## src/rtl/regfile_np_pkg.sv

```systemverilog
// rtl/regfile_np_pkg.sv - shared types, constants and helpers for the regfile_np register file
package regfile_np_pkg;

  localparam int RF_MAX_W = 64;

  localparam logic ID_INC = 1'b0;
  localparam logic ID_DEC = 1'b1;

  typedef struct packed {
    logic n;
    logic z;
    logic c;
  } rf_flags_t;

  // Callers zero-extend to RF_MAX_W and truncate the result back to their width.
  function automatic logic [RF_MAX_W-1:0] rf_merge(
    input logic [RF_MAX_W-1:0] old_val,
    input logic [RF_MAX_W-1:0] data,
    input logic [RF_MAX_W-1:0] mask
  );
    return (old_val & ~mask) | (data & mask);
  endfunction

endpackage

```

## src/rtl/regfile_np_incdec.sv

```systemverilog
// rtl/regfile_np_incdec.sv - combinational +1/-1 with carry/borrow out
module regfile_np_incdec
  import regfile_np_pkg::*;
#(
  parameter int WIDTH = 8
) (
  input  logic [WIDTH-1:0] i_value,
  input  logic             i_dec,
  output logic [WIDTH-1:0] o_result,
  output logic             o_carry
);

  always_comb begin
    o_result = '0;
    o_carry  = 1'b0;
    if (i_dec == ID_DEC) begin
      o_result = i_value - WIDTH'(1);
      o_carry  = (i_value == '0);
    end else begin
      {o_carry, o_result} = {1'b0, i_value} + (WIDTH+1)'(1);
    end
  end

endmodule

```

## src/rtl/regfile_np.sv

```systemverilog
// rtl/regfile_np.sv - flop-based multi-read register file with masked write, bypass and inc/dec
module regfile_np
  import regfile_np_pkg::*;
#(
  parameter  int WIDTH  = 8,
  parameter  int DEPTH  = 4,
  parameter  int NREAD  = 2,
  parameter  int BYPASS = 1,
  localparam int AW     = (DEPTH > 1) ? $clog2(DEPTH) : 1
) (
  input  logic                   clk,
  input  logic                   reset,
  input  logic                   we,
  input  logic [AW-1:0]          waddr,
  input  logic [WIDTH-1:0]       wdata,
  input  logic [WIDTH-1:0]       wmask,
  input  logic [NREAD*AW-1:0]    raddr,
  output logic [NREAD*WIDTH-1:0] rdata,
  input  logic                   id_en,
  input  logic [AW-1:0]          id_addr,
  input  logic                   id_dec,
  output logic                   flag_valid,
  output logic                   flag_n,
  output logic                   flag_z,
  output logic                   flag_c,
  output logic                   collision
);

  localparam logic [AW:0] DEPTH_W = (AW+1)'(DEPTH);

  logic [WIDTH-1:0] r_mem [DEPTH];
  rf_flags_t        r_flags;
  logic             r_flag_valid;
  logic             r_collision;

  logic             w_wr_ok;
  logic             w_id_ok;
  logic             w_coll;
  logic             w_id_do;
  logic [WIDTH-1:0] w_wr_old;
  logic [WIDTH-1:0] w_merged;
  logic [WIDTH-1:0] w_id_old;
  logic [WIDTH-1:0] w_id_res;
  logic             w_id_carry;

  // Out-of-range targets are treated as if the request never happened.
  assign w_wr_ok  = we    && ({1'b0, waddr}   < DEPTH_W);
  assign w_id_ok  = id_en && ({1'b0, id_addr} < DEPTH_W);
  assign w_coll   = w_wr_ok && w_id_ok && (waddr == id_addr);
  assign w_id_do  = w_id_ok && !w_coll;

  assign w_wr_old = w_wr_ok ? r_mem[waddr]   : '0;
  assign w_id_old = w_id_ok ? r_mem[id_addr] : '0;
  assign w_merged = WIDTH'(rf_merge(RF_MAX_W'(w_wr_old), RF_MAX_W'(wdata), RF_MAX_W'(wmask)));

  regfile_np_incdec #(.WIDTH(WIDTH)) u_incdec (
    .i_value  (w_id_old),
    .i_dec    (id_dec),
    .o_result (w_id_res),
    .o_carry  (w_id_carry)
  );

  for (genvar gi = 0; gi < NREAD; gi++) begin : g_rd
    logic [AW-1:0]    w_ra;
    logic [WIDTH-1:0] w_rd;

    assign w_ra = raddr[gi*AW +: AW];

    always_comb begin
      w_rd = '0;
      if ({1'b0, w_ra} < DEPTH_W) begin
        if ((BYPASS != 0) && w_wr_ok && (w_ra == waddr)) begin
          w_rd = w_merged;
        end else begin
          w_rd = r_mem[w_ra];
        end
      end
    end

    assign rdata[gi*WIDTH +: WIDTH] = w_rd;
  end

  always_ff @(posedge clk) begin
    if (reset) begin
      for (int k = 0; k < DEPTH; k++) begin
        r_mem[k] <= '0;
      end
      r_flags      <= '0;
      r_flag_valid <= 1'b0;
      r_collision  <= 1'b0;
    end else begin
      r_flag_valid <= w_wr_ok || w_id_do;
      r_collision  <= w_coll;
      if (w_wr_ok) begin
        r_mem[waddr] <= w_merged;
      end
      if (w_id_do) begin
        r_mem[id_addr] <= w_id_res;
      end
      // Inc/dec owns the flags when it runs; a plain write keeps the old carry.
      if (w_id_do) begin
        r_flags.n <= w_id_res[WIDTH-1];
        r_flags.z <= (w_id_res == '0);
        r_flags.c <= w_id_carry;
      end else if (w_wr_ok) begin
        r_flags.n <= w_merged[WIDTH-1];
        r_flags.z <= (w_merged == '0);
      end
    end
  end

  assign flag_valid = r_flag_valid;
  assign flag_n     = r_flags.n;
  assign flag_z     = r_flags.z;
  assign flag_c     = r_flags.c;
  assign collision  = r_collision;

endmodule

```

## config.mk

```make
export PLATFORM = sky130hd
export DESIGN_NAME = regfile_np
export DESIGN_NICKNAME = d
export VERILOG_FILES = /design/src/rtl/regfile_np_pkg.sv /design/src/rtl/regfile_np_incdec.sv /design/src/rtl/regfile_np.sv
export SDC_FILE = /design/constraint.sdc
export NUM_CORES = 1
export LEC_CHECK = 0
export ABC_CLOCK_PERIOD_IN_PS = 6900
export BUFFER_PORTS_ARGS = -buffer_cell sky130_fd_sc_hd__buf_4
export CORE_MARGIN = 3
export CORE_UTILIZATION = 33
export DETAILED_ROUTE_END_ITERATION = 12
export SLEW_MARGIN = 20
export SYNTH_ARGS = -nofsm -noshare
export SYNTH_HDL_FRONTEND = slang
export SYNTH_SLANG_ARGS = --single-unit
```

## constraint.sdc

```tcl
create_clock -name clk -period 6.9 [get_ports clk]
set_clock_uncertainty 0.15 [all_clocks]
set_input_delay 1.035 -clock clk [delete_from_list [all_inputs] [get_ports clk]]
set_output_delay 1.035 -clock clk [all_outputs]
set_load 0.005 [all_outputs]
```

==> reports/results.txt, run 1 <==
Status: finished clean
Fin. Hold Viols: 0
Worst Path Arrival: 2.71 ns
WL final: 9.91 mm
Commonest cells post-synth: 35 x nand2_1, 32 x edfxtp_1, 30 x mux4_2
Cell Rows: 34
Core ar.: 8980 sq um
TritonCTS clock tree: done
# H-tree levels: 2
Cell accounting for the most synthesized area: edfxtp_1
Clock Pin Slew Worst Setup and Hold Paths: 0.07 ns
Ratio of final minimum period to clock period: 56.4%
Leak: 1.34 nW
Cell with the most instances after synthesis: nand2_1
Total global-route track usage: 18.1%
GPL Wtd Cong: 0.872
CTS sink cnt: 37
Largest net degree at the start of global routing: 20
Number of port buffers: 49
Yosys reg bits: 37
Clock tree buffer depth: 2
RSZ-0062 raised after global routing: no
Minimum clock period: 3.89 ns
Endpoint type of the worst setup path: output port
Req. time, crit path: 5.71 ns
EDFF count, synth: 32
Iteration-0 DRC count of the detailed router: 266
CP max FO: 15
Layout net count: 364
Worst VDD drop: 0.0749 mV
Residual DRC: 0
CP Launch Type: input port
Number of global-route vias before repair: 2737
Syn nets: 331
Setup TNS: 0 ns
Routed vias/inst: 6.12
Number of CTS-inserted buffers: 5
Syn Inst Count: 299
Post-CTS resize count: 0
Hpwl dp: 7.02 mm
Finish-stage setup viols: 0
Total power: 0.000683 W
Syn Area/Cell: 10.5 sq um
Clk Latency, worst-skew pair: 0.31 ns
Synth top area cells: edfxtp_1 31%, mux4_2 21%, o22ai_1 5.0%
Die height: 104 um
Post-CTS Hold Fix Bufs: 0
Worst min path class: register to register
Fin. max-slew vios: 0
Post-Syn Area: 3140 sq um
Synth top area share: 30.6%
P per Cell Area: 185 nW/um^2
Max cap viols: 0
Inst Count DP: 451
Chip width: 104 um
Register area share after synthesis: 33.7%
Die ar.: 10700 sq um
Layout Cells excl Fill: 459
Yosys warning count: 0
First-pass GRT wire length: 15.3 mm
Ys async rst share: 0%
Post-CTS Setup Inserts: 0
Pin slew with the least headroom to its limit: 0.691 ns
Root Buffer: clkbuf_8
Achievable Freq: 257 MHz
Ant diodes: 0
Relative slew slack: 53.8%
TritonRoute pass-1 iters: 5
Starting Density: 35.0%
Area Growth Syn to Fin: 17.1%
Vias: 2807
Crit path kind: input port to output port
Initial antenna violation count: 0
Average wire per standard cell: 21.6 um
Most used DFF post-synth: edfxtp_1
DRT antenna net count: 0
Netlist cell types: 58
GR Overflow Total: 0
IO Count: 50
Share of cells above drive strength 1: 28.8%
-- flip-flops by register name, summed over array words and instances, names as in the netlist --
name,flops
flag_z,1
flag_valid,1
r_mem,32
collision,1
flag_c,1
flag_n,1
-- layout by cell type (no fill, tap or decap), types with 2 or more instances in the layout --
cell type and count:
a21o_1 2, a21oi_1 4, a22oi_1 6, a2bb2oi_1 2, and2_1 2, and3_1 2
and4_1 3, buf_4 49, clkbuf_8 5, dfxtp_1 5, edfxtp_1 32, ha_1 3
inv_1 10, mux4_1 2, mux4_2 30, nand2_1 35, nand2b_1 2, nand3_1 9
nand3b_1 7, nand4_1 3, nor2_1 23, nor2b_1 2, nor3_1 3, o2111ai_1 2
o21ai_0 23, o21ai_1 3, o21bai_1 2, o22ai_1 25, or3_1 2, xnor2_1 6
xor2_1 2
-- final timing paths --
| path | startpoint | to | slack, ns | cells past startpoint |
|---|---|---|---|---|
| setup / recovery | waddr[0] | rdata[6] | 3.01 | 7 |
| hold reg to reg | flag_c | flag_c | 0.32 | 2 |
| setup reg to reg | r_mem[3][0] | flag_z | 3.88 | 9 |
| hold / removal | flag_c | flag_c | 0.32 | 2 |
-- cell families (layout without fill, tap and decap cells) --
family	after synthesis	count (layout)	synth area share, %
and+or+nand+nor	102	102	16.8
adders and majority gates	3	3	1.19
buffers and inverters	33	67	4.46
xor gates and xnor gates	8	8	2.23
muxes	34	34	23.8
DFF	37	37	33.7
AOI/OAI and AO/OA	82	82	17.7
-- layer usage --
| metal | up-vias | share of wire, % | routed length, um | global-route usage [%] |
|---|---|---|---|---|
| met1 | 1376 | 41 | 4090 | 23.6 |
| met2 | 147 | 49 | 4890 | 30.5 |
| met4 | 0 | 2.4 | 233 | 5.60 |
| met3 | 24 | 7.0 | 695 | 3.67 |
| li1 | 1260 | - | - | - |
| met5 | - | 0 | 0 | 0 |
-- per-stage QoR --
step	instance area, sq um	hold WS [ns]	worst slack [ns]	util (%)
floorplan	3140	0.300	3.19	-
global placement	3570	0.300	3.03	39.7
detailed placement	3570	0.322	3.01	39.7
CTS	3680	0.333	3.01	41.0
global route	3680	0.365	2.86	41.0
finish	3680	0.321	3.01	41.0
-- final cells by class --
cell class              instances  area, sq um
multi-input cells             229         1940
flip-flops and latches         37         1060
repair buffers                 49          368
inverters                      10         37.5
fillers                       862         5290
clock inverters                 3         46.3
well taps                     126          158
clock buffers                   5         68.8
-- worst max-delay path, stage by stage --
cell     delay (ns)
buf_4          0.25
mux4_2         0.53
nand2_1        0.08
nor2_1         0.04
a21oi_1        0.41
o21ai_0        0.18
buf_4          0.17
-- power by group --
| part | internal (W) | switching, W |
|---|---|---|
| combinational | 0.0000959 | 0.000113 |
| sequential | 0.000261 | 0.0000136 |
| clock | 0.000108 | 0.0000909 |
Note: power is estimated with default switching activity, not from simulation.
==> run 2, diff against run 1 <==
ABC_AREA = 1   (was default)
ABC_CLOCK_PERIOD_IN_PS = 3900   (was 6900)
clock period = 3.9 ns   (was 6.9 ns; I/O delays follow)
==> run 2 against run 1 <==
Compared with the run above:
- synthesized cell count increased by 75%
- area after synthesis increased by 10%
- register-to-register slack worse by 2.4 ns
- wire length is 16% higher
- count of clock-buffer cells in the layout up 1
- total power is 79% higher
- sequential cell count stayed put
- die area increased by 9.7%
- global-route usage is 1.5 points higher
- sequential share of layout area is 2.4 points lower
- hold slack gained 0.080 ns
- largest cell class unchanged
==> reports/results.txt, run 2 <==
Status: finished clean
TritonCTS clock tree: done
NetSw: 0.000418 W (+92%)
DRT antenna net count: 0 (unchanged)
Most common cell after layout, fill and taps aside: nand2_1
Max cap viols: 0 (unchanged)
Endpoint type of the worst setup path: output port
# H-tree levels: 2 (unchanged)
Setup TNS: 0 ns (unchanged)
WL final: 11.5 mm (+16%)
Multi-input gate area: 2020 sq um (+4.1%)
Yosys warning count: 0 (unchanged)
Max FFs per register: 32 (unchanged)
Clock network fraction of design power: 28.7% (-0.5 points)
Clk Latency, worst-skew pair: 0.29 ns (-0.02 ns)
Relative slew slack: 31.8% (-22 points)
P per Cell Area: 305 nW/um^2 (+65%)
Die ar.: 11800 sq um (+9.7%)
RSZ-0062 raised after global routing: no
Vias: 3804 (+36%)
Post-CTS resize count: 0 (unchanged)
Root Buffer: clkbuf_8
Commonest non-fill, non-tap cells in the layout: 134 x nand2_1, 58 x inv_1, 51 x buf_4, 43 x o21ai_0, 41 x nor2_1
Chip width: 109 um (+4.7%)
Reg with most FFs: r_mem
Post-CTS Setup Inserts: 0 (unchanged)
CP Launch Type: input port
Worst min path class: register to register
GR Overflow Total: 0 (unchanged)
Total global-route track usage: 19.7% (+1.5 points)
Hpwl dp: 8.69 mm (+24%)
Switching share of power: 34.1% (+2.2 points)
Number of CTS-inserted buffers: 5 (unchanged)
Achievable Freq: 325 MHz
Residual DRC: 0 (unchanged)
EDFF count, synth: 32 (unchanged)
Starting Density: 34.7% (-0.34 points)
Synth top area share: 27.7% (-2.9 points)
Core ar.: 10000 sq um (+11%)
GPL Wtd Cong: 0.929 (+6.6%)
Pint: 0.000807 W (+73%)
TritonRoute pass-1 iters: 5 (unchanged)
Area Growth Syn to Fin: 15.7%
Post-CTS Hold Fix Bufs: 0 (unchanged)
Cell with the most instances after synthesis: nand2_1
Worst Path Arrival: 2.34 ns (-0.37 ns)
Post-Syn Area: 3470 sq um (+10%)
Pin slew with the least headroom to its limit: 1.02 ns (+0.332 ns)
Iteration-0 DRC count of the detailed router: 399 (+50%)
Req. time, crit path: 3.16 ns (-2.55 ns)
Synth top area cells: edfxtp_1 28%, nand2_1 15%, inv_1 6.3%
Ant diodes: 0 (unchanged)
Clock Pin Slew Worst Setup and Hold Paths: 0.07 ns (about the same)
Netlist cell types: 37 (-36%)
Share of cells above drive strength 1: 18.6% (-10 points)
Layout fillers: 1059 (+23%)
Cell accounting for the most synthesized area: edfxtp_1
Minimum clock period: 3.07 ns
Sequential cell area: 1060 sq um (unchanged)
Ys async rst share: 0% (unchanged)
Commonest cells post-synth: 134 x nand2_1, 58 x inv_1, 43 x o21ai_0
Number of global-route vias before repair: 3486 (+27%)
Worst VDD drop: 0.137 mV (+83%)
Sequential fraction of design power: 40.0% (-0.2 points)
Syn Area/Cell: 6.64 sq um (-37%)
Number of port buffers: 49 (unchanged)
Most used DFF post-synth: edfxtp_1
Syn Inst Count: 522 (+75%)
Ratio of final minimum period to clock period: 78.8%
Core Util, Final: 40.1% (-0.91 points)
CTS sink cnt: 37 (unchanged)
Clock tree buffer depth: 2 (unchanged)
Fin. max-slew vios: 0 (unchanged)
Fin. Hold Viols: 0 (unchanged)
Routed vias/inst: 5.50 (-10%)
Syn nets: 554 (+67%)
Layout net count: 590 (+62%)
Comb pwr share: 31.3% (+0.7 points)
Register area share after synthesis: 30.6% (-3.2 points)
Yosys reg bits: 37 (unchanged)
Leak: 1.81 nW (+35%)
First-pass GRT wire length: 18.2 mm (+19%)
Die height: 109 um (+4.7%)
IO Count: 50 (unchanged)
Finish-stage setup viols: 0 (unchanged)
Crit path kind: input port to output port
Cell Rows: 36 (+5.9%)
Largest net degree at the start of global routing: 29 (+45%)
Initial antenna violation count: 0 (unchanged)
CP max FO: 22 (+7)
Average wire per standard cell: 16.7 um (-23%)
==> run 2: per-layer routing <==
layer	part of all wire, %	vias up	wire (um)	GRT usage, %
met3	10	21	1210	2.33
met1	46	1703	5270	28.4
met2	42	232	4830	30.2
met5	0	-	0	0
li1	-	1848	-	-
met4	2.0	0	233	6.76
==> run 2: cells by family (layout without fill, tap and decap cells) <==
| kind of cell | count (synthesis) | after routing | share of synthesized area (%) |
|---|---|---|---|
| AO/OA/AOI/OAI | 148 | 148 | 24.8 |
| XOR/XNOR | 3 | 3 | 0.758 |
| adder cells (fa/ha/maj) | 3 | 3 | 1.08 |
| buffers and inverters | 89 | 126 | 11.4 |
| flip-flops | 37 | 37 | 30.6 |
| AND/OR/NAND/NOR | 242 | 242 | 31.3 |
==> run 2: area by class of cell <==
type | instances | share of cell area, %
clock inverter | 2 | 0.936
multi-input combinational | 396 | 50.4
inverter | 67 | 6.46
timing repair buffer | 51 | 9.54
tap | 133 | 4.15
clock buffer | 6 | 2.06
sequential | 37 | 26.5
==> run 2: power by group through the flow <==
stage	logic (W)	clock network [W]	registers [W]
detailed placement	0.000375	0	0.000497
finish	0.000383	0.000352	0.000490
global placement	0.000371	0	0.000496
global route	0.000425	0.000371	0.000492
floorplan	0.000249	0	0.000485
CTS	0.000376	0.000354	0.000488
==> run 2: worst paths after layout <==
| path | from | end | slack, ns | cells past startpoint |
|---|---|---|---|---|
| setup / recovery | raddr[0] | rdata[2] | 0.83 | 6 |
| hold / removal | flag_c | flag_c | 0.40 | 2 |
| hold reg to reg | flag_c | flag_c | 0.40 | 2 |
| setup reg to reg | r_mem[2][0] | r_mem[0][6] | 1.47 | 14 |
==> run 2: critical path: stages <==
cell	delay, ns
buf_4	0.21
inv_1	0.20
a221oi_1	0.31
o221ai_1	0.50
o21ai_0	0.37
buf_4	0.16
==> run 2: stage by stage <==
| step | total power [W] | hold slack, ns | area [sq um] | cells | setup WS (ns) |
|---|---|---|---|---|---|
| global route | 0.00129 | 0.419 | 4010 | 692 | 0.637 |
| floorplan | 0.000734 | 0.369 | 3470 | 522 | 1.35 |
| CTS | 0.00122 | 0.404 | 4010 | 692 | 0.841 |
| detailed placement | 0.000872 | 0.384 | 3880 | 684 | 0.832 |
| finish | 0.00122 | 0.401 | 4010 | 692 | 0.826 |
| global placement | 0.000867 | 0.401 | 3880 | 684 | 0.925 |
